<file path="src/rtl/fetch_sequencer.sv">
// rtl/fetch_sequencer.sv - single-issue PC owner: fetch, issue to decoder, resolve redirects.
// Optional PERF_CNT_EN adds retired_cnt / taken_cnt outputs.
module fetch_sequencer #(
   parameter int              PC_W     = 32,
   parameter int              INSTR_W  = 32,
   parameter logic [PC_W-1:0] RESET_PC = '0
) (
   input  logic               clk,
   input  logic               rst,
   output logic               imem_req,
   output logic [PC_W-1:0]    imem_addr,
   input  logic               imem_rvalid,
   input  logic [INSTR_W-1:0] imem_rdata,
   output logic               instr_valid,
   input  logic               instr_ready,
   output logic [INSTR_W-1:0] instr,
   output logic [3:0]         opcode,
   output logic [PC_W-1:0]    pc_out,
   output logic [PC_W-1:0]    pc_plus1,
   input  logic               resolve_valid,
   input  logic               branchN,
   input  logic               branchZ,
   input  logic               Jump,
   input  logic               jumpMem,
   input  logic [PC_W-1:0]    reg_target,
   input  logic [PC_W-1:0]    mem_target,
   input  logic               flag_we,
   input  logic               alu_z,
   input  logic               alu_n,
`ifdef PERF_CNT_EN
   output logic [31:0]        retired_cnt,
   output logic [31:0]        taken_cnt,
`endif
   output logic               busy
);

   typedef enum logic [1:0] {FETCH, WAIT, ISSUE, RESOLVE} state_t;

   state_t          state;
   logic [PC_W-1:0] pc;
   logic            z_flag;
   logic            n_flag;
   logic            taken;
   logic [PC_W-1:0] target;

   assign imem_addr = pc;
   assign pc_out    = pc;
   assign pc_plus1  = pc + PC_W'(1);
   assign opcode    = instr[INSTR_W-1 -: 4];
   assign busy      = (state != FETCH);

   // Registered flags give old-value semantics when flag_we coincides with resolve_valid.
   assign taken  = Jump | (branchZ & z_flag) | (branchN & n_flag);
   assign target = jumpMem ? mem_target : reg_target;

   always_ff @(posedge clk or posedge rst) begin
      if (rst) begin
         state       <= FETCH;
         pc          <= RESET_PC;
         z_flag      <= 1'b0;
         n_flag      <= 1'b0;
         instr       <= '0;
         imem_req    <= 1'b0;
         instr_valid <= 1'b0;
`ifdef PERF_CNT_EN
         retired_cnt <= '0;
         taken_cnt   <= '0;
`endif
      end else begin
         if (flag_we) begin
            z_flag <= alu_z;
            n_flag <= alu_n;
         end
         case (state)
            // imem_req is raised on entry to FETCH; only the first FETCH after reset spends a cycle raising it.
            FETCH: begin
               if (imem_req) begin
                  imem_req <= 1'b0;
                  state    <= WAIT;
               end else begin
                  imem_req <= 1'b1;
               end
            end
            WAIT: begin
               if (imem_rvalid) begin
                  instr       <= imem_rdata;
                  instr_valid <= 1'b1;
                  state       <= ISSUE;
               end
            end
            ISSUE: begin
               if (instr_ready) begin
                  instr_valid <= 1'b0;
                  state       <= RESOLVE;
               end
            end
            RESOLVE: begin
               if (resolve_valid) begin
                  pc       <= taken ? target : pc_plus1;
                  imem_req <= 1'b1;
                  state    <= FETCH;
`ifdef PERF_CNT_EN
                  retired_cnt <= retired_cnt + 32'd1;
                  if (taken) taken_cnt <= taken_cnt + 32'd1;
`endif
               end
            end
            default: state <= FETCH;
         endcase
      end
   end

endmodule

</file>
<file path="config.mk">
export PLATFORM = sky130hd
export DESIGN_NAME = fetch_sequencer
export DESIGN_NICKNAME = d
export VERILOG_FILES = /design/src/rtl/fetch_sequencer.sv
export SDC_FILE = /design/constraint.sdc
export NUM_CORES = 1
export LEC_CHECK = 0
export BUFFER_PORTS_ARGS = -buffer_cell sky130_fd_sc_hd__buf_4
export CORE_MARGIN = 4
export CORE_UTILIZATION = 45
export CTS_CLUSTER_DIAMETER = 150
export DETAILED_ROUTE_END_ITERATION = 16
export PLACE_DENSITY = 0.8
export SYNTH_ARGS = -nofsm -noshare
export SYNTH_HDL_FRONTEND = slang
export SYNTH_SLANG_ARGS = --single-unit
export TNS_END_PERCENT = 10
</file>
<file path="constraint.sdc">
create_clock -name clk -period 2.5 [get_ports clk]
set_input_delay 0.375 -clock clk [delete_from_list [all_inputs] [get_ports clk]]
set_output_delay 0.375 -clock clk [all_outputs]
set_load 0.02 [all_outputs]
</file>
* Word-level counts from Yosys, hierarchy flattened
Index checks and enable logic that the tools add are counted.
W data, S select, Z words.
** Storage, ports and cells
- Register bits :: 70
- Output and inout port bits :: 135
- Word-level logic and storage cells :: 41
** Cells by class
- Add/sub/neg operators :: 1
- Eq/ne operators :: 7
- Mux-type cells :: 13
- Bitwise gates (word level) :: 4
- Reduce and logical (&&, ||, !) cells :: 9
** Operators by type and width (number)
- $mux W32 :: 2
- $add A32 B1 Y32 const B :: 1
- $mux W2 :: 4
- $ne A2 B2 Y1 const B :: 4
- $pmux W2 S4 :: 1
- $reduce_and A2 Y1 :: 3
- $reduce_bool A2 Y1 :: 3
- $eq A2 B2 Y1 const B :: 2
- $mux W1 :: 4
- $pmux W1 S2 :: 2
- $reduce_and A4 Y1 :: 1
- $reduce_and A3 Y1 :: 1
- $and A1 B1 Y1 :: 2
- $eq A2 B1 Y1 const B :: 1
- $logic_not A2 Y1 :: 1
- $or A1 B1 Y1 :: 2

* Longest topological paths before layout
Gate-level depths: netlist (run 1).
- Word-level depth :: 4
- Depth in mapped cells :: 7
- Mapped depth without buffers :: 7

* Worst setup path before layout (run 1)
No wires, ideal clock.
- Kind :: flip-flop to output port
- Start :: reg pc[1], in the netlist imem_addr[1]
- End :: out pc_plus1[30]
- Arrival time :: 1.984 ns
- Required time :: 2.125 ns
- Path slack :: 0.141 ns
- Stages on the path, launching flop included :: 6
- Cells stage by stage :: dfrtp_1 > ha_1 > nand3_4 > nor4_4 > and4_1 > xor2_1
** Between the ends
- Longest elaborated chain between the ends :: 1
** Ends and longest elaborated chain
- start: declaration :: RTL line 40 : logic [PC_W-1:0] pc;
- start signal: assignment :: RTL line 99 : pc <= taken ? target : pc_plus1;
- $add A32 B1 Y32 :: RTL line 48 : assign pc_plus1 = pc + PC_W'(1);
- end: declaration :: RTL line 19 : output logic [PC_W-1:0] pc_plus1,
Every way passes these cells.

* Worst setup path after layout (run 1)
- Start :: reg pc[15], in the netlist imem_addr[15]
- End :: out pc_plus1[30]
Same word-level chain as after synthesis.

==> results of run 1 <==
cells in the final DEF (no fill, tap or decap), types with 2 or more instances in the layout:
cell type  count
o21ai_0       18
clkinv_2       2
nand3_2        2
nand3_4        3
inv_1          8
and2_1         3
ha_1           5
a21oi_1       30
a31oi_1        3
nand2_1       41
mux2i_1       12
xnor2_1       27
o22ai_1       20
nor2_1        14
nor4_4         3
nand4_1       13
xor2_1         4
mux2_2        53
dfrtp_1       62
and3_1         5
bufinv_16      2
buf_4        263
a2bb2oi_1     17
dfrtp_2        8
o311ai_1       2
nor3_1         7
clkbuf_8       9
buf_12         2
o22a_1         2
nand3_1       16
power by group through the flow:
stage          clock (mW)  combinational (mW)  sequential (mW)
2_1_floorplan           0                2.63             2.91
3_3_place_gp            0                5.17             2.33
3_5_place_dp            0                5.26             2.38
4_1_cts              1.03                5.29             2.39
5_1_grt              1.08                5.64             2.52
6_report             1.01                5.31             2.42
through the flow:
step / hold WS, ns / setup WS (ns)
final: 0.135 / 0.0833
after floorplan: 0.504 / 0.141
after CTS: 0.145 / -0.0164
after detailed placement: 0.496 / 0.159
after global placement: 0.491 / 0.201
after global routing: 0.185 / -0.0391
area by class of cell:
| type | instances | area share |
|---|---|---|
| repair buffers | 265 | 0.304 |
| well taps | 133 | 0.0251 |
| multi-input cells | 321 | 0.368 |
| inverters | 9 | 0.00509 |
| flip-flops and latches | 70 | 0.266 |
| clock buffers | 10 | 0.0192 |
| clock inverters | 6 | 0.0130 |
per-layer routing:
layer | GRT usage | routed length, um
met1 | 0.280 | 5540
met2 | 0.417 | 7380
met3 | 0.0693 | 1520
met4 | 0.0839 | 252
met5 | 0 | 0
final timing paths:
kind                                     from       endpoint  slack [ns]  cells past startpoint
worst max register to register       state[0]   imem_addr[6]        0.62                      6
min in group clk                imem_rdata[8]       instr[8]        0.26                      2
worst min-delay path                      rst      instr[29]        0.13                      2
worst min register to register      instr[16]      instr[16]        0.51                      1
max in group asynchronous                 rst  imem_addr[15]        1.46                      3
worst max-delay path            imem_addr[15]   pc_plus1[30]        0.08                      6
sequential cells by signal (all words and copies together) (netlist names):
register and cells:
imem_addr 32, instr 32, state 2, imem_req 1, instr_valid 1, n_flag 1
z_flag 1
timing repair:
| item | 4_1_cts | 5_1_grt |
|---|---|---|
| gates resized for setup | 9 | 11 |
| setup endpoints to repair | 16 | 16 |
| setup buffers | 2 | 3 |
| hold endpoints to repair | 0 | 0 |
| cloned | 0 | 0 |
| pin swaps | 2 | 5 |
cell families after synthesis:
family	synth area share
buf+inv	0.0902
compound gates	0.141
fa+ha+maj	0.0166
simple gates	0.146
xor+xnor	0.0601
flops	0.387
mux	0.159
==> results.ini, run 1 <==
[status]
status = finished clean

[sta]
setup_tns_ns = 0
hold_viol_final = 0
relSlewSlack = 0.556
slew_viol_final = 0
period_share = 0.967
tightest_slew_ns = 0.666
setup_viol = 0
rsz0062_at_grt = yes
fin_skew_ns = 0.0122
max_freq_mhz = 414
fin_crit_ns = 2.42

[placed_design]
gp_congestion = 0.867
place_area_sq_mm = 0.00629
dp_hpwl_um = 11200
port_buffers = 242
dp.cells = 793

[die]
initial_core_util = 0.462
core_area_sq_mm = 0.00977
rows = 36
die-width_um = 108
io_pins = 243
die_area_sq_mm = 0.0117
die_h_um = 108

[synth]
synth_edf_count = 0
synth-seq-area-share = 0.387
async_flop_share = 1.00
synth_commonest_cells = dfrtp_1 (70), mux2_2 (53), nand2_1 (42)
synthCells = 462
yosys-top-cells-area = dfrtp_1 (39%), mux2_2 (13%), buf_4 (6.0%), xnor2_1 (5.2%), nand2_1 (3.5%)
yosys.cell_count.top_type = dfrtp_1
ys_ff_latch = 70
netlist-cell-type-count = 46
synth.avg_cell_area_sq_um = 9.78
yosysWarnings = 0
netlist_area_sq_mm = 0.00452
synth_top_area_share = 0.387
syn-num-nets = 576
yosysTopAreaCell = dfrtp_1
ys.flop_type = dfrtp_1

[detailed_routing]
routed_wl_um = 14700
num_vias = 4477
postRouteAntennaNets = 0
drt-pass1-iter-count = 5
drc_errors = 0
post_drt_wl_per_cell_um = 18.0
vias_per_cell = 5.50
first_iter_violations = 224

[critical_path]
cp-start-kind = register
cp_max_fo = 10
path_buf_inv = 2
cp.required_ns = 2.12
cp-end-kind = primary output
critPathSlowestCell = dfrtp_2
crit_type = register to primary output
crit_chain = nand3_2, nor4_4, buf_4, and4_4, xor2_1, buf_4
cpPeakStageDelay_ns = 0.49
crit_family = simple AND/OR/NAND/NOR gates
worstPathArrival_ns = 2.04
crit_top_cell = buf_4

[flow_run]
cap_violations = 0

[global_routing]
antenna_found_initial = 0
grtUsageTotal = 0.239
grt_pass1_vias = 4494
grt_max_degree = 76
grt_pass1_wl_um = 22100
grt_overflow = 0

[clock_tree]
clk_latency_ns = 0.35
hold_buffers = 0
cts.path.max_buffers = 2
htreeDepth = 3
cts_sinks = 70
cts_tree = done
cts.reportedPaths.clkPinSlew_ns = 0.07
cts_buffers = 9
cts_root_buf = clkbuf_8

[cells_and_area]
fin_cells = 814
seq_area_sq_mm = 0.00176
area_growth_pct = 46.7
multi_input_area_sq_mm = 0.00244
fillCellCount = 751
nets = 790
drive_gt1_frac = 0.532
post-route-util = 0.679
diodes = 0
fin_area_sq_mm = 0.00663

[power_and_ir_drop]
total_power_mw = 8.74
clkPwrFrac = 0.116
ir_drop_v = 0.000802
swShare = 0.465
p_sw_mw = 4.06
p_per_area_mw_per_mm2 = 1320
p_leak_nw = 3.08
p_int_mw = 4.67
p_comb_frac = 0.607
seq_power_share = 0.277

[hold_path]
worstHoldPathType = input pin to asynchronous set/reset pin

Note: power is estimated with default switching activity, not from simulation.
==> inputs of run 2 (changes only) <==
--- a/config.mk
+++ b/config.mk
@@ -15,3 +15,3 @@
 export SYNTH_HDL_FRONTEND = slang
 export SYNTH_SLANG_ARGS = --single-unit
-export TNS_END_PERCENT = 10
+export TNS_END_PERCENT = 30
==> constraint.sdc (replaced) <==
create_clock -name clk -period 2.5 [get_ports clk]
set_input_delay 0.5 -clock clk [delete_from_list [all_inputs] [get_ports clk]]
set_output_delay 0.5 -clock clk [all_outputs]
set_load 0.02 [all_outputs]
==> results.ini, run 2 (synthesis results as in run 1) <==
[die]
die-width_um = 108
die_h_um = 108
die_area_sq_mm = 0.0117
core_area_sq_mm = 0.00977
rows = 36
initial_core_util = 0.462
io_pins = 243

[detailed_routing]
top_layer = met4
drt-pass1-iter-count = 4
drc_errors = 0
first_iter_violations = 196
num_vias = 4492
dr_wl_met2_um = 7570
post_drt_wl_per_cell_um = 17.8
vias_per_cell = 5.38
m1WireLength_um = 5480
postRouteAntennaNets = 0
dr_wl_met3_um = 1600
routed_wl_um = 14900

[cells_and_area]
fin_cells = 835
final_common_cell = buf_4
nets = 812
post-route-util = 0.698
drive_gt1_frac = 0.551
diodes = 0
fin_area_sq_mm = 0.00682
layout_common_cells = buf_4 (279), dfrtp_1 (61), mux2_2 (53), nand2_1 (41), a21oi_1 (30)
area_growth_pct = 50.9

[critical_path]
crit-reg2reg-launch = state[0]
cp_max_fo = 4
timing.rr.end = imem_addr[16]
cp-start-kind = register
cp-end-kind = primary output
crit_type = register to primary output
cp.required_ns = 2.00
reg2regPathDepth = 5
rrSetupSlack_ns = 0.52
worstPathArrival_ns = 1.98

[global_routing]
grt_pass1_vias = 4448
grt_max_degree = 76
grt_overflow = 0
antenna_found_initial = 0
grt_pass1_wl_um = 22300
grtUsageTotal = 0.241

[placed_design]
place_area_sq_mm = 0.00637
dp_hpwl_um = 11100
port_buffers = 242
dp.cells = 801
gp_congestion = 0.850

[clock_tree]
cts.reportedPaths.clkPinSlew_ns = 0.08
cts_tree = done
htreeDepth = 3
clk_latency_ns = 0.34
cts_buffers = 9
hold_buffers = 0
cts.path.max_buffers = 2
cts_sinks = 70
cts_root_buf = clkbuf_8

[sta]
period_share = 0.993
max_freq_mhz = 403
hold_viol_final = 0
setup_viol = 0
fin_crit_ns = 2.48
slew_viol_final = 0
rsz0062_at_grt = yes
fin_skew_ns = 0.0134
relSlewSlack = 0.452
tightest_slew_ns = 0.820

[power_and_ir_drop]
ir_drop_v = 0.000785
p_per_area_mw_per_mm2 = 1310
p_leak_nw = 3.18
total_power_mw = 8.91

[hold_path]
worstHoldPathType = input pin to asynchronous set/reset pin

[status]
status = finished clean

[flow_run]
cap_violations = 0

run 2: repair_timing:
item	4_1_cts	5_1_grt
resized for setup	13	17
setup endpoints to repair	20	15
gates cloned	0	1
pin swaps	8	11
setup buffers	6	12
run 2: power by group:
part | total (mW) | internal, mW | leakage, nW | switching [mW]
sequential | 2.29 | 1.70 | 0.808 | 0.591
clock | 0.871 | 0.455 | 0.0931 | 0.416
combinational | 5.75 | 2.64 | 2.28 | 3.11
total | 8.91 | 4.79 | 3.18 | 4.12
run 2: per-layer routing:
metal | GRT usage | vias to the layer above
met2 | 0.432 | 222
li1 | - | 2108
met5 | 0 | -
met3 | 0.0752 | 18
met4 | 0.0721 | 0
met1 | 0.276 | 2144
run 2: critical path, cell delays in order, from the launching register on:
cell	delay [ns]
dfrtp_1	0.42
ha_4	0.18
nand3_4	0.10
nor4_4	0.34
nand4_1	0.23
xnor2_1	0.21
buf_4	0.17
run 2: how the worst max path moves through the flow:
stage | endpoint | slack (ns) | cells past startpoint | startpoint
after floorplan | pc_plus1[30] | 0.02 | 5 | imem_addr[1]
after global placement | pc_plus1[30] | 0.15 | 6 | imem_addr[0]
after detailed placement | pc_plus1[25] | 0.10 | 6 | imem_addr[2]
after CTS | pc_plus1[30] | -0.02 | 7 | imem_addr[1]
after global routing | pc_plus1[22] | -0.12 | 6 | imem_addr[1]
final | pc_plus1[22] | 0.02 | 6 | imem_addr[1]
run 2: stage by stage:
step | setup TNS (ns) | hold WS, ns | setup WS [ns]
after global placement | 0 | 0.491 | 0.147
final | 0 | 0.322 | 0.0173
after CTS | -0.0245 | 0.339 | -0.0245
after floorplan | 0 | 0.504 | 0.0163
after detailed placement | 0 | 0.500 | 0.104
after global routing | -0.452 | 0.373 | -0.123
run 2: final cells by class:
| class | count | area (sq um) |
|---|---|---|
| repair buffers | 286 | 2200 |
| multi-input cells | 322 | 2480 |
| clock inverters | 4 | 48.8 |
| clock buffers | 11 | 131 |
| flip-flops and latches | 70 | 1760 |
| well taps | 133 | 166 |
| fillers | 738 | 2950 |
| inverters | 9 | 33.8 |
==> inputs of run 3 (changes only) <==
PLACE_DENSITY = 0.82   (was 0.8)
==> results.ini, run 3 (synthesis results as in run 1) <==
[power_and_ir_drop]
swShare = 0.455
total_power_mw = 9.14
p_sw_mw = 4.15
p_int_mw = 4.98
seq_power_share = 0.250
ir_drop_v = 0.000758
p_leak_nw = 3.25
clkPwrFrac = 0.118
p_per_area_mw_per_mm2 = 1320
p_comb_frac = 0.632

[sta]
rsz0062_at_grt = yes
fin_skew_ns = 0.0193
tightest_slew_ns = 0.624
finalWorstSetupSlack_ns = -0.144
hold-worst-slack_ns = 0.260
relSlewSlack = 0.584
fin_crit_ns = 2.64
max_freq_mhz = 378
period_share = 1.06
hold_viol_final = 0
slew_viol_final = 0
setup_viol = 4

[hold_path]
worstHoldPathType = input pin to asynchronous set/reset pin

[detailed_routing]
drc_errors = 0
num_vias = 4618
drt-pass1-iter-count = 6
postRouteAntennaNets = 0
vias_per_cell = 5.48
post_drt_wl_per_cell_um = 17.9
first_iter_violations = 255
routed_wl_um = 15100

[critical_path]
reg2regPathDepth = 9
cp-start-kind = register
cp.required_ns = 2.00
worstPathArrival_ns = 2.14
cp_max_fo = 5
cp-end-kind = primary output
crit_type = register to primary output

[status]
status = complete, but fails checks
violations = negative setup slack

[clock_tree]
cts_root_buf = clkbuf_8
cts.path.max_buffers = 2
cts_buffers = 9
cts.reportedPaths.clkPinSlew_ns = 0.08
cts_tree = done
cts_sinks = 70
htreeDepth = 3
clk_latency_ns = 0.34

[cells_and_area]
fin_cells = 842
area_growth_pct = 53.1
final_common_cell = buf_4
nets = 818
fin_area_sq_mm = 0.00692
fillCellCount = 730
diodes = 0
drive_gt1_frac = 0.566
layout_common_cells = buf_4 (289), dfrtp_1 (58), mux2_2 (53), nand2_1 (40), a21oi_1 (30)

[global_routing]
grtUsageTotal = 0.246
grt_pass1_vias = 4507
grt_max_degree = 76
grt_util_met1 = 0.282
met2_usage = 0.438
use_met3 = 0.0788
grt_overflow = 0
antenna_found_initial = 0
grt_pass1_wl_um = 22700
busiest_layer = met2

[placed_design]
gp_congestion = 0.833
place_area_sq_mm = 0.00636
post-place-ws_ns = 0.200
port_buffers = 242
dp_hpwl_um = 11100
dp.cells = 802

[die]
io_pins = 243
core_area_sq_mm = 0.00977
die_h_um = 108
die-width_um = 108
initial_core_util = 0.462
rows = 36
die_area_sq_mm = 0.0117

[flow_run]
cap_violations = 0

==> run 3: power by group through the flow <==
| stage | clock network, mW | logic, mW | registers (mW) |
|---|---|---|---|
| 6_report | 1.08 | 5.77 | 2.28 |
| 5_1_grt | 1.15 | 6.14 | 2.37 |
| 4_1_cts | 1.09 | 5.59 | 2.29 |
| 3_5_place_dp | 0 | 5.47 | 2.29 |
| 3_3_place_gp | 0 | 5.37 | 2.24 |
| 2_1_floorplan | 0 | 2.63 | 2.91 |
==> run 3: stage by stage <==
| stage | utilization | TNS, ns |
|---|---|---|
| 2_1_floorplan | - | 0 |
| 3_3_place_gp | 0.651 | 0 |
| 3_5_place_dp | 0.651 | 0 |
| 4_1_cts | 0.688 | -0.0718 |
| 5_1_grt | 0.708 | -1.41 |
| 6_report | 0.708 | -0.452 |
==> run 3: what timing repair did <==
item                                    CTS  global route
hold buffers                              0             0
gates cloned                              0             1
setup buffers                             8            15
pin swaps                                 8             6
endpoints found under the setup margin   20            21
resized for setup                        17            16
==> run 3: final cells by class <==
type	count	area (sq um)	area share
Timing Repair Buffer	292	2220	0.321
Inverter	9	33.8	0.00488
Clock buffer	13	169	0.0244
Tap cell	133	166	0.0241
Multi-Input combinational cell	322	2500	0.361
Clock inverter	3	65.1	0.00940
Sequential cell	70	1770	0.255
==> run 3: final timing paths <==
| kind | slack [ns] | end | start |
|---|---|---|---|
| hold / removal | 0.26 | instr[5] | rst |
| setup reg to reg | 0.43 | imem_addr[28] | imem_addr[1] |
| setup / recovery | -0.14 | pc_plus1[22] | imem_addr[1] |
| min in group clk | 0.39 | z_flag | alu_z |
| max in group asynchronous | 1.82 | imem_addr[15] | rst |
| hold reg to reg | 0.51 | instr[25] | instr[25] |
==> run 3: critical path: stages (launching register included) <==
cell     delay, ns
dfrtp_1       0.40
ha_4          0.17
nand3_4       0.09
buf_6         0.15
nor4_4        0.39
nand4_1       0.24
xnor2_1       0.21
buf_4         0.17
==> run 3: per-layer routing <==
layer / share of wire / vias to the layer above / wire [um]
li1: - / 2134 / -
met2: 0.51 / 268 / 7660
met4: 0.021 / 0 / 314
met3: 0.10 / 28 / 1570
met5: 0 / - / 0
met1: 0.37 / 2188 / 5570
